$ cat src/rtl/rx_bit_sampler_pkg.sv
// Shared UART Rx constants: legal prescale encodings, default prescale and bit counter width.
package rx_bit_sampler_pkg;

  localparam int unsigned Ps8       = 8;
  localparam int unsigned Ps16      = 16;
  localparam int unsigned Ps32      = 32;
  localparam int unsigned PsDefault = Ps8;

  localparam int unsigned BitCntW   = 4;
  localparam int unsigned BitCntMax = (1 << BitCntW) - 1;

  typedef logic [BitCntW-1:0] bit_cnt_t;

  // Any encoding outside the legal set falls back to the default ratio.
  function automatic int unsigned ps_legalize(input int unsigned ps);
    if (ps == Ps8 || ps == Ps16 || ps == Ps32) begin
      return ps;
    end
    return PsDefault;
  endfunction

  function automatic logic maj3(input logic a, input logic b, input logic c);
    return (a & b) | (b & c) | (a & c);
  endfunction

endpackage

$ cat src/rtl/bit_sync.sv
// Two-flop synchronizer for the idle-high serial line; both stages reset to 1.
module bit_sync (
  input  logic clk,
  input  logic rst_n,
  input  logic async_in,
  output logic sync_out
);

  logic [1:0] sync_q;

  always_ff @(posedge clk or negedge rst_n) begin
    if (!rst_n) begin
      sync_q <= 2'b11;
    end else begin
      sync_q <= {sync_q[0], async_in};
    end
  end

  assign sync_out = sync_q[1];

endmodule

$ cat src/rtl/rx_bit_sampler.sv
// Oversampling bit sampler: counts edges within each bit period and majority-votes three
// mid-bit samples of the synchronized line.
module rx_bit_sampler
  import rx_bit_sampler_pkg::*;
#(
  parameter int unsigned PRESCALE_W = 6
) (
  input  logic                  clk,
  input  logic                  rst_n,
  input  logic                  rx_in,
  input  logic [PRESCALE_W-1:0] prescale,
  input  logic                  samp_en,
  output logic                  sampled_bit,
  output logic                  sample_valid,
  output logic                  bit_done,
  output logic [PRESCALE_W-1:0] edge_cnt,
  output logic [BitCntW-1:0]    bit_cnt
);

  logic rx_s;

  bit_sync u_bit_sync (
    .clk      (clk),
    .rst_n    (rst_n),
    .async_in (rx_in),
    .sync_out (rx_s)
  );

  logic                  en_q, active_q, active_d;
  logic                  start, run;
  logic [PRESCALE_W-1:0] ps_q, ps_d, ps_lat, ps_eff;
  logic [PRESCALE_W-1:0] half, ps_last, mid0, mid2, vote_pt;
  logic [PRESCALE_W-1:0] edge_q, edge_d;
  logic                  s0_q, s1_q, s2_q, s0_d, s1_d, s2_d;
  logic                  sampled_q, sampled_d;
  bit_cnt_t              bit_cnt_q, bit_cnt_d;

  // Counting only begins on a samp_en rise seen after reset; en_q resets high so a
  // samp_en held through reset does not count as a rise.
  always_comb begin
    start    = samp_en & ~en_q;
    run      = samp_en & (active_q | start);
    active_d = run;
    ps_lat   = PRESCALE_W'(ps_legalize(32'(prescale)));
    ps_eff   = start ? ps_lat : ps_q;
    ps_d     = start ? ps_lat : ps_q;
    half     = ps_eff >> 1;
    ps_last  = ps_eff - PRESCALE_W'(1);
    mid0     = half - PRESCALE_W'(1);
    mid2     = half + PRESCALE_W'(1);
    vote_pt  = half + PRESCALE_W'(2);
  end

  always_comb begin
    bit_done     = run && (edge_q == ps_last);
    sample_valid = run && (edge_q == vote_pt);
  end

  always_comb begin
    edge_d    = '0;
    s0_d      = 1'b0;
    s1_d      = 1'b0;
    s2_d      = 1'b0;
    bit_cnt_d = '0;
    sampled_d = sample_valid ? maj3(s0_q, s1_q, s2_q) : sampled_q;
    if (run) begin
      edge_d    = bit_done ? '0 : edge_q + PRESCALE_W'(1);
      s0_d      = (edge_q == mid0) ? rx_s : s0_q;
      s1_d      = (edge_q == half) ? rx_s : s1_q;
      s2_d      = (edge_q == mid2) ? rx_s : s2_q;
      bit_cnt_d = bit_cnt_q;
      if (bit_done && (bit_cnt_q != bit_cnt_t'(BitCntMax))) begin
        bit_cnt_d = bit_cnt_q + bit_cnt_t'(1);
      end
    end
  end

  always_ff @(posedge clk or negedge rst_n) begin
    if (!rst_n) begin
      en_q      <= 1'b1;
      active_q  <= 1'b0;
      ps_q      <= PRESCALE_W'(PsDefault);
      edge_q    <= '0;
      s0_q      <= 1'b0;
      s1_q      <= 1'b0;
      s2_q      <= 1'b0;
      sampled_q <= 1'b1;
      bit_cnt_q <= '0;
    end else begin
      en_q      <= samp_en;
      active_q  <= active_d;
      ps_q      <= ps_d;
      edge_q    <= edge_d;
      s0_q      <= s0_d;
      s1_q      <= s1_d;
      s2_q      <= s2_d;
      sampled_q <= sampled_d;
      bit_cnt_q <= bit_cnt_d;
    end
  end

  assign sampled_bit = sampled_q;
  assign edge_cnt    = edge_q;
  assign bit_cnt     = bit_cnt_q;

endmodule

$ cat config.mk
export PLATFORM = sky130hd
export DESIGN_NAME = rx_bit_sampler
export DESIGN_NICKNAME = d
export VERILOG_FILES = /design/src/rtl/rx_bit_sampler_pkg.sv /design/src/rtl/bit_sync.sv /design/src/rtl/rx_bit_sampler.sv
export SDC_FILE = /design/constraint.sdc
export NUM_CORES = 1
export LEC_CHECK = 0
export CORE_MARGIN = 5
export CORE_UTILIZATION = 55
export CTS_BUF_LIST = sky130_fd_sc_hd__clkbuf_8
export DETAILED_ROUTE_END_ITERATION = 8
export GPL_TIMING_DRIVEN = 0
export HOLD_SLACK_MARGIN = 0.03
export PLACE_DENSITY = 0.79
export SYNTH_ARGS = -nofsm -noshare
export SYNTH_HDL_FRONTEND = slang
export SYNTH_SLANG_ARGS = --single-unit
export TNS_END_PERCENT = 10
$ cat constraint.sdc
create_clock -name clk -period 5.4 [get_ports clk]
set_clock_uncertainty 0.2 [all_clocks]
set_input_delay 1.35 -clock clk [delete_from_list [all_inputs] [get_ports clk]]
set_output_delay 1.35 -clock clk [all_outputs]
set_load 0.01 [all_outputs]
==> results of run 1 <==
metrics by stage:
step	utilization, %	setup WS (ns)	std cells	setup TNS [ns]	area, um^2
after detailed placement	67.5	-0.286	259	-0.413	2090
after global placement	67.5	-0.221	259	-0.313	2090
final	71.0	0.414	265	0	2200
after global routing	71.0	0.283	265	0	2200
after CTS	70.5	0.0316	265	0	2190
after floorplan	-	0.964	193	0	1820
critical path, cell delays in order:
cell and delay [ns]:
clkdlybuf4s50_1 0.45, nor4_4 0.32, nand3_1 0.15, o21ai_2 0.14
ha_1 0.21, inv_1 0.05, or3_1 0.41, nand2_2 0.12
nor2_1 0.06, dlymetal6s2s_1 0.17
metal layers:
metal | vias to the layer above | global-route usage, % | share of wire (%)
li1 | 736 | - | -
met1 | 754 | 26.9 | 43
met2 | 44 | 38.0 | 50
met3 | 13 | 3.16 | 4.5
met4 | 0 | 7.59 | 2.3
met5 | - | 0 | 0
logic make-up (layout without fill, tap and decap cells):
logic type | count (synthesis) | after routing
XOR/XNOR | 26 | 26
adder cells (fa/ha/maj) | 7 | 7
multiplexers | 6 | 6
flip-flops | 24 | 24
AO/OA/AOI/OAI | 37 | 37
buffers and inverters | 23 | 51
AND/OR/NAND/NOR | 70 | 70
timing repair:
| item | in CTS | in global routing |
|---|---|---|
| pin swaps | 2 | 1 |
| setup endpoints to repair | 2 | 2 |
| gates resized for setup | 2 | 7 |
| buffers inserted | 2 | 0 |
report_power, final:
group          total [W]  switching [W]  leakage (nW)  internal (W)
sequential      0.000188     0.00000353         0.315      0.000184
clock           0.000161      0.0000622        0.0357     0.0000992
combinational  0.0000529      0.0000314         0.660     0.0000215
total           0.000402      0.0000971          1.01      0.000305
layout make-up:
class	count	area [um^2]	area share, %
Timing Repair Buffer	24	239	10.8
Multi-Input combinational cell	146	1140	51.6
Tap cell	44	55.1	2.50
Inverter	14	52.6	2.39
Clock buffer	3	41.3	1.87
Buffer	9	42.5	1.93
Sequential cell	24	607	27.5
Clock inverter	1	30.0	1.36
placed cells by master (no fill, tap or decap), types with 3 or more instances in the layout:
| master | Yosys | layout |
|---|---|---|
| clkdlybuf4s50_1 | 0 | 19 |
| clkbuf_8 | 0 | 3 |
| dfstp_2 | 5 | 5 |
| ha_1 | 6 | 5 |
| nor2b_1 | 3 | 3 |
| inv_1 | 12 | 12 |
| xor2_1 | 9 | 9 |
| nor4_4 | 3 | 3 |
| or3_1 | 3 | 3 |
| nand2b_1 | 3 | 3 |
| nand3_1 | 9 | 9 |
| nor2_1 | 17 | 17 |
| a21oi_1 | 4 | 4 |
| o21ai_0 | 8 | 7 |
| clkbuf_1 | 6 | 6 |
| nand2_2 | 1 | 3 |
| xnor2_1 | 16 | 15 |
| mux2i_1 | 5 | 5 |
| o21ai_1 | 2 | 3 |
| dfrtp_1 | 19 | 19 |
| nand4_1 | 3 | 3 |
| nand2_1 | 14 | 12 |
sequential cells by signal, summed over array words and instances, names as in the netlist:
name and flops:
active_q 1, s0_q 1, bit_cnt 4, ps_q 6, edge_cnt 6, en_q 1
s2_q 1, s1_q 1, u_bit_sync.sync_q 2, sampled_bit 1
worst paths after layout:
path                                       from                   end  cells after the start  slack (ns)
hold / removal             u_bit_sync.sync_q[0]  u_bit_sync.sync_q[1]                      0        0.16
min in group asynchronous                 rst_n                  s2_q                      1        1.45
setup reg to reg                           en_q            bit_cnt[2]                     11        2.30
max in group asynchronous                 rst_n               ps_q[4]                      1        2.93
hold reg to reg            u_bit_sync.sync_q[0]  u_bit_sync.sync_q[1]                      0        0.16
setup / recovery                    prescale[0]              bit_done                     10        0.41
==> metrics.yaml, run 1 <==
logic_synthesis:
  synth_top_area_cell: "dfrtp_1"
  synthSimpleGateAreaFrac_pct: 23.7
  synth_area_mm2: 0.00182
  avgSynthCellArea_um2: 9.43
  ys_top_cells_by_count: "19 x dfrtp_1, 17 x nor2_1, 16 x xnor2_1"
  synth_nets: 209
  yosys_warnings: 0
  synthMuxAreaShare_pct: 3.37
  async_flop_share_pct: 100
  synth_edf_count: 0
  ys_seq_area_share_pct: 33.4
  synth_compound_area_share_pct: 17.0
  synth_xor_area_share_pct: 12.9
  synth.area.top_cells: "dfrtp_1 26%, xnor2_1 7.7%, dfstp_2 7.2%, xor2_1 4.3%, ha_1 4.1%"
  yosysTopAreaCellShare_pct: 26.1
  synth_cells: 193
  synthAdderAreaFrac_pct: 4.68
  synth_top_family_by_area: "simple AND/OR/NAND/NOR gates"
  yosysUniqueCellTypes: 57
  synthFlopType: "dfrtp_1"
  synth_seq_cells: 24
  synth.most_common_cell: "dfrtp_1"
die:
  fp-row-count: 20
  start_util_pct: 58.6
  die_y_um: 67.5
  die_area_mm2: 0.00456
  die-width_um: 67.5
  core_area_mm2: 0.00310
  ios: 23
cts:
  clk_latency_ns: 0.27
  clkTransAtPathRegs_ns: 0.09
  cts_tree: "done"
  numCtsBuffers: 3
  cts_root_buf: "clkbuf_8"
  cts-hold-fix-buffers: 0
  htreeDepth: 1
  clock_sinks: 24
  clk_path_buf_depth: 2
detailed_routing:
  vias_per_cell: 5.84
  drt-initial-drc-count: 73
  dr.pass1.iters: 4
  wl_per_cell_um: 16.4
  drc: 0
  vias: 1547
  wl_mm: 4.36
  ant_nets: 0
sta:
  rsz0062_at_grt: "false"
  slew_viol_final: 0
  setup_viol: 0
  holdWs_ns: 0.159
  clock.fmax_ghz: 0.201
  tightest_slew_ns: 1.19
  finalCriticalPeriod_ns: 4.99
  slew-limit-headroom_pct: 19.6
  hold_violations: 0
  fin_crit_sh_pct: 92.3
placement:
  post-dp-hpwl_mm: 3.32
  gp_congestion: 0.951
  port_buffers: 22
worst_setup_path:
  cp-end-kind: "output port"
  path_class: "in2out"
  cp-start-kind: "input pin"
  arrival_ns: 3.44
  path_max_fanout: 5
  required_ns: 3.85
power:
  power_density_mw_per_mm2: 182
  peakVddDrop_mv: 0.151
  p_leak_nw: 1.01
  finalPower_w: 0.000402
global_routing:
  grt_pass1_vias: 1621
  grt_remaining_overflow: 0
  grt_pass1_wl_mm: 7.51
  track_usage_pct: 21.7
  grt_max_degree: 25
  antenna_found_initial: 0
layout:
  drive_gt1_share_pct: 15.4
  nFillCells: 262
  antennaDiodeCount: 0
  areaGrowthSynthToFinish_pct: 21.1
  nets: 238
run:
  cap_violations: 0
run_status:
  outcome: "completed"
min_path:
  hold_class: "reg2reg"
(Power assumes the default switching activity.)
==> inputs of run 2 (changes only) <==
Settings changed: CORE_MARGIN 5 to 3.
==> metrics.yaml, run 2 (synthesis gave the netlist of run 1 again) <==
run:
  cap_violations: 0  # unchanged
worst_setup_path:
  crit_slowest_cell: "clkdlybuf4s50_1"
  r2r_start: "en_q"
  arrival_ns: 3.59  # +0.15 ns
  cp_top_family: "buffers and inverters"
  cp-start-kind: "input pin"
  critical_path_buf_inv_count: 3  # unchanged
  path_max_fanout: 8  # +3
  required_ns: 3.85  # about the same
  cp-startpoint: "prescale[2]"
  crit_chain: "clkdlybuf4s50_1 -> nor4_4 -> buf_4 -> a22oi_4 -> or2_1 -> o21ai_0 -> o211ai_1 -> nor4_4 -> dlygate4sd2_1"
  critPathMostFrequentCell: "nor4_4"
  path_class: "in2out"
  slowest_delay_ns: 0.44  # about the same
  cp-end-kind: "output port"
die:
  start_util_pct: 58.6  # unchanged
  core_area_mm2: 0.00310  # unchanged
  die_y_um: 63.5  # -5.9%
  ios: 23  # unchanged
  die_area_mm2: 0.00403  # -11%
  die-width_um: 63.5  # -5.9%
  fp-row-count: 20  # unchanged
sta:
  slew-limit-headroom_pct: 22.1  # +2.5 points
  tightest_slew_ns: 1.16  # -0.0374 ns
  hold_violations: 0  # unchanged
  rsz0062_at_grt: "false"
  clock.fmax_ghz: 0.195  # -3.0%
  tns_ns: 0  # unchanged
  fin_crit_sh_pct: 95.2  # +2.8 points
  finalCriticalPeriod_ns: 5.14  # +0.153 ns
  slew_viol_final: 0  # unchanged
  setup_viol: 0  # unchanged
power:
  finalPower_w: 0.000404  # +0.42%
  p_leak_nw: 0.995  # -1.6%
  peakVddDrop_mv: 0.163  # +7.9%
  power_density_mw_per_mm2: 182  # about the same
layout:
  regArea_um2: 607  # unchanged
  final_cells: 267  # +0.75%
  multi_input_area_mm2: 0.00114  # +0.66%
  areaGrowthSynthToFinish_pct: 21.7
  nFillCells: 256  # -2.3%
  drive_gt1_share_pct: 17.0  # +1.7 points
  nets: 240  # +0.84%
  antennaDiodeCount: 0  # unchanged
  final_cell_mix: "19 x dfrtp_1, 19 x clkdlybuf4s50_1, 17 x nor2_1, 16 x xnor2_1, 13 x nand2_1"
placement:
  port_buffers: 22  # unchanged
  gp_congestion: 0.926  # -2.7%
  post-dp-hpwl_mm: 3.15  # -5.1%
  placed_cells: 259  # unchanged
cts:
  cts-hold-fix-buffers: 0  # unchanged
  cts_root_buf: "clkbuf_8"
  clk_latency_ns: 0.27  # about the same
  htreeDepth: 1  # unchanged
  numCtsBuffers: 3  # unchanged
  clkTransAtPathRegs_ns: 0.09  # about the same
  clock_sinks: 24  # unchanged
  cts_tree: "done"
  clk_path_buf_depth: 2  # unchanged
global_routing:
  track_usage_pct: 22.7  # +1.0 points
  antenna_found_initial: 0  # unchanged
  grt_pass1_vias: 1584  # -2.3%
  grt_remaining_overflow: 0  # unchanged
  grt_pass1_wl_mm: 7.24  # -3.7%
  grt_max_degree: 25  # unchanged
min_path:
  hold_class: "reg2reg"
  min_from: "u_bit_sync.sync_q[0]"
detailed_routing:
  vias: 1556  # +0.58%
  ant_nets: 0  # unchanged
  dr.pass1.iters: 4  # unchanged
  wl_mm: 4.26  # -2.2%
  drt-initial-drc-count: 74  # +1.4%
  wl_per_cell_um: 16.0  # -2.9%
  vias_per_cell: 5.83  # -0.17%
  drc: 0  # unchanged
run_status:
  outcome: "completed"
[run 2: worst paths after layout]
check                      slack [ns]  cells after the start                    to
min                              0.16                      0  u_bit_sync.sync_q[1]
min reg2reg                      0.16                      0  u_bit_sync.sync_q[1]
min in group asynchronous        1.48                      1               ps_q[0]
max                              0.26                      9          sample_valid
max reg2reg                      2.34                     10            bit_cnt[2]
max in group asynchronous        2.85                      1            bit_cnt[1]
[run 2: layout make-up]
type                       instances  share of cell area, %
multi-input combinational        146                   51.6
clock inverter                     1                   1.36
buffer                             9                   1.75
timing repair buffer              26                   11.1
tap                               44                   2.49
clock buffer                       3                   1.86
inverter                          14                   2.37
sequential                        24                   27.4
[run 2: where the power goes]
group          internal, W  switching [W]  total (W)
Clock            0.0000992      0.0000632   0.000162
Sequential        0.000184     0.00000353   0.000188
Combinational    0.0000218      0.0000318  0.0000536
Total             0.000305      0.0000985   0.000404
[run 2: what timing repair did]
item,CTS,global route
pin swaps,2,3
gates resized for setup,4,8
buffers inserted,1,3
setup endpoints to repair,2,1
[run 2: worst register-to-register path, cell delays in order (launching register included)]
cell,delay [ns]
dfstp_2,0.57
nand2b_4,0.17
buf_4,0.20
nand2_1,0.15
ha_2,0.24
xor2_1,0.15
xnor2_1,0.16
nor4_4,0.27
nand3_2,0.18
or4b_1,0.53
o211a_1,0.14
[run 2: routing by layer]
metal	vias up	GRT usage [%]	routed length, um
li1	745	-	-
met1	755	28.6	1870
met2	48	37.7	2100
met3	8	4.28	208
met4	0	9.97	74
met5	-	0	0
[run 2: metrics by stage]
| step | cell area, um^2 | setup WS [ns] | hold slack (ns) | utilization, % |
|---|---|---|---|---|
| detailed placement | 2090 | -0.259 | 0.149 | 67.5 |
| global placement | 2090 | -0.226 | 0.148 | 67.5 |
| finish | 2210 | 0.261 | 0.160 | 71.4 |
| CTS | 2180 | 0.00328 | 0.163 | 70.4 |
| floorplan | 1820 | 0.964 | 0.145 | - |
| global route | 2210 | 0.159 | 0.170 | 71.4 |
==> inputs of run 3 (changes only) <==
Settings changed: GPL_ROUTABILITY_DRIVEN from default to 0.
==> metrics.yaml, run 3 (synthesis gave the netlist of run 1 again) <==
worst_setup_path:
  r2r_cells: 12  # +2
  cp-start-kind: "input pin"
  cp-end-kind: "output port"
  arrival_ns: 3.72  # +0.13 ns
  path_max_fanout: 5  # -3
  required_ns: 3.85  # about the same
  path_class: "in2out"
sta:
  hold_violations: 0  # unchanged
  finalCriticalPeriod_ns: 5.27  # +0.126 ns
  slew_viol_final: 0  # unchanged
  final.setup.worst_slack_ns: 0.135  # -0.126 ns
  fin_crit_sh_pct: 97.5  # +2.3 points
  setup_viol: 0  # unchanged
  tns_ns: 0  # unchanged
  holdWs_ns: 0.163  # +0.00222 ns
  clock.fmax_ghz: 0.190  # -2.4%
  tightest_slew_ns: 1.11  # -0.0422 ns
  slew-limit-headroom_pct: 25.0  # +2.8 points
  rsz0062_at_grt: "false"
power:
  p_leak_nw: 0.998  # +0.31%
  clockPowerShare_pct: 33.8  # -6.4 points
  power_density_mw_per_mm2: 164  # -9.8%
  p_comb_share_pct: 14.4  # +1.1 points
  intPower_w: 0.000271  # -11%
  switchingPower_w: 0.0000923  # -6.3%
  swShare_pct: 25.4  # +1.0 points
  pwr-share-seq_pct: 51.7  # +5.2 points
  peakVddDrop_mv: 0.116  # -29%
detailed_routing:
  vias: 1572  # +1.0%
  dr.pass1.iters: 5  # +1
  ant_nets: 0  # unchanged
  wl_mm: 4.39  # +3.1%
  vias_per_cell: 5.87  # +0.65%
  wl_per_cell_um: 16.4  # +2.7%
  drt-initial-drc-count: 100  # +35%
  drc: 0  # unchanged
min_path:
  whs_path_depth: 0  # unchanged
  hold_class: "reg2reg"
global_routing:
  antenna_found_initial: 0  # unchanged
  grt_remaining_overflow: 0  # unchanged
  grt_pass1_wl_mm: 7.26  # +0.28%
  track_usage_pct: 22.7  # -0.062 points
  grt_max_degree: 25  # unchanged
  grt_pass1_vias: 1534  # -3.2%
die:
  die-width_um: 63.5  # unchanged
  ios: 23  # unchanged
  die_area_mm2: 0.00403  # unchanged
  start_util_pct: 58.6  # unchanged
  die_y_um: 63.5  # unchanged
  core_area_mm2: 0.00310  # unchanged
  fp-row-count: 20  # unchanged
cts:
  numCtsBuffers: 3  # unchanged
  cts_root_buf: "clkbuf_8"
  clkTransAtPathRegs_ns: 0.08  # about the same
  cts-hold-fix-buffers: 0  # unchanged
  clk_latency_ns: 0.27  # about the same
  clock_sinks: 24  # unchanged
  clk_path_buf_depth: 2  # unchanged
  htreeDepth: 1  # unchanged
  cts_tree: "done"
run:
  cap_violations: 0  # unchanged
layout:
  fin_area_mm2: 0.00221  # -0.28%
  final_cell_mix: "20 x clkdlybuf4s50_1, 19 x dfrtp_1, 17 x nor2_1, 15 x xnor2_1, 13 x nand2_1"
  antennaDiodeCount: 0  # unchanged
  final_util_pct: 71.2  # -0.20 points
  final_common_cell: "clkdlybuf4s50_1"
  nFillCells: 258  # +0.78%
  drive_gt1_share_pct: 16.5  # -0.52 points
  nets: 241  # +0.42%
  areaGrowthSynthToFinish_pct: 21.4
placement:
  post-dp-hpwl_mm: 3.24  # +3.0%
  dp_slack_ns: -0.318  # -0.0586 ns
  port_buffers: 22  # unchanged
  dpl_cell_area_mm2: 0.00209  # unchanged
run_status:
  outcome: "completed"
run 3: layout make-up:
type	count	area, um^2	area share [%]
Buffer	9	38.8	1.76
Clock buffer	4	55.1	2.49
Inverter	14	52.6	2.38
Multi-Input combinational cell	146	1140	51.8
Sequential cell	24	607	27.5
Tap cell	44	55.1	2.49
Timing Repair Buffer	27	255	11.6
run 3: worst max-delay path, stage by stage:
cell and delay (ns):
clkdlybuf4s50_1 0.44, nor4_4 0.32, nand3_1 0.17, o21ai_2 0.16
ha_1 0.23, inv_1 0.05, or3_1 0.38, nand2_1 0.09
nor2_1 0.05, clkdlybuf4s50_1 0.47
run 3: worst paths after layout:
check	slack, ns	startpoint	to
min reg2reg	0.16	u_bit_sync.sync_q[0]	u_bit_sync.sync_q[1]
max in group asynchronous	2.93	rst_n	s2_q
max reg2reg	2.06	en_q	bit_cnt[2]
min	0.16	u_bit_sync.sync_q[0]	u_bit_sync.sync_q[1]
max	0.13	prescale[0]	bit_done
min in group asynchronous	1.44	rst_n	ps_q[0]
run 3: stage by stage:
stage	total power (W)	instances
after floorplan	0.000221	193
after CTS	0.000367	264
after global routing	0.000378	268
after global placement	0.000241	259
final	0.000363	268
after detailed placement	0.000243	259
run 3: layer usage:
| layer | track usage [%] | wire length (um) | vias up |
|---|---|---|---|
| li1 | - | - | 740 |
| met1 | 28.7 | 1880 | 764 |
| met2 | 39.4 | 2220 | 59 |
| met3 | 3.21 | 215 | 9 |
| met4 | 7.55 | 86 | 0 |
| met5 | 0 | 0 | - |
run 3: power groups by stage:
| stage | logic, W | registers [W] | clock network (W) |
|---|---|---|---|
| finish | 0.0000523 | 0.000188 | 0.000123 |
| global route | 0.0000567 | 0.000188 | 0.000133 |
| CTS | 0.0000519 | 0.000188 | 0.000127 |
| detailed placement | 0.0000513 | 0.000191 | 0 |
| global placement | 0.0000496 | 0.000191 | 0 |
| floorplan | 0.0000298 | 0.000191 | 0 |
run 3: what timing repair did:
item	CTS	global route
buffers inserted	1	4
endpoints found under the setup margin	2	2
resized for setup	5	3
pin swaps	2	2
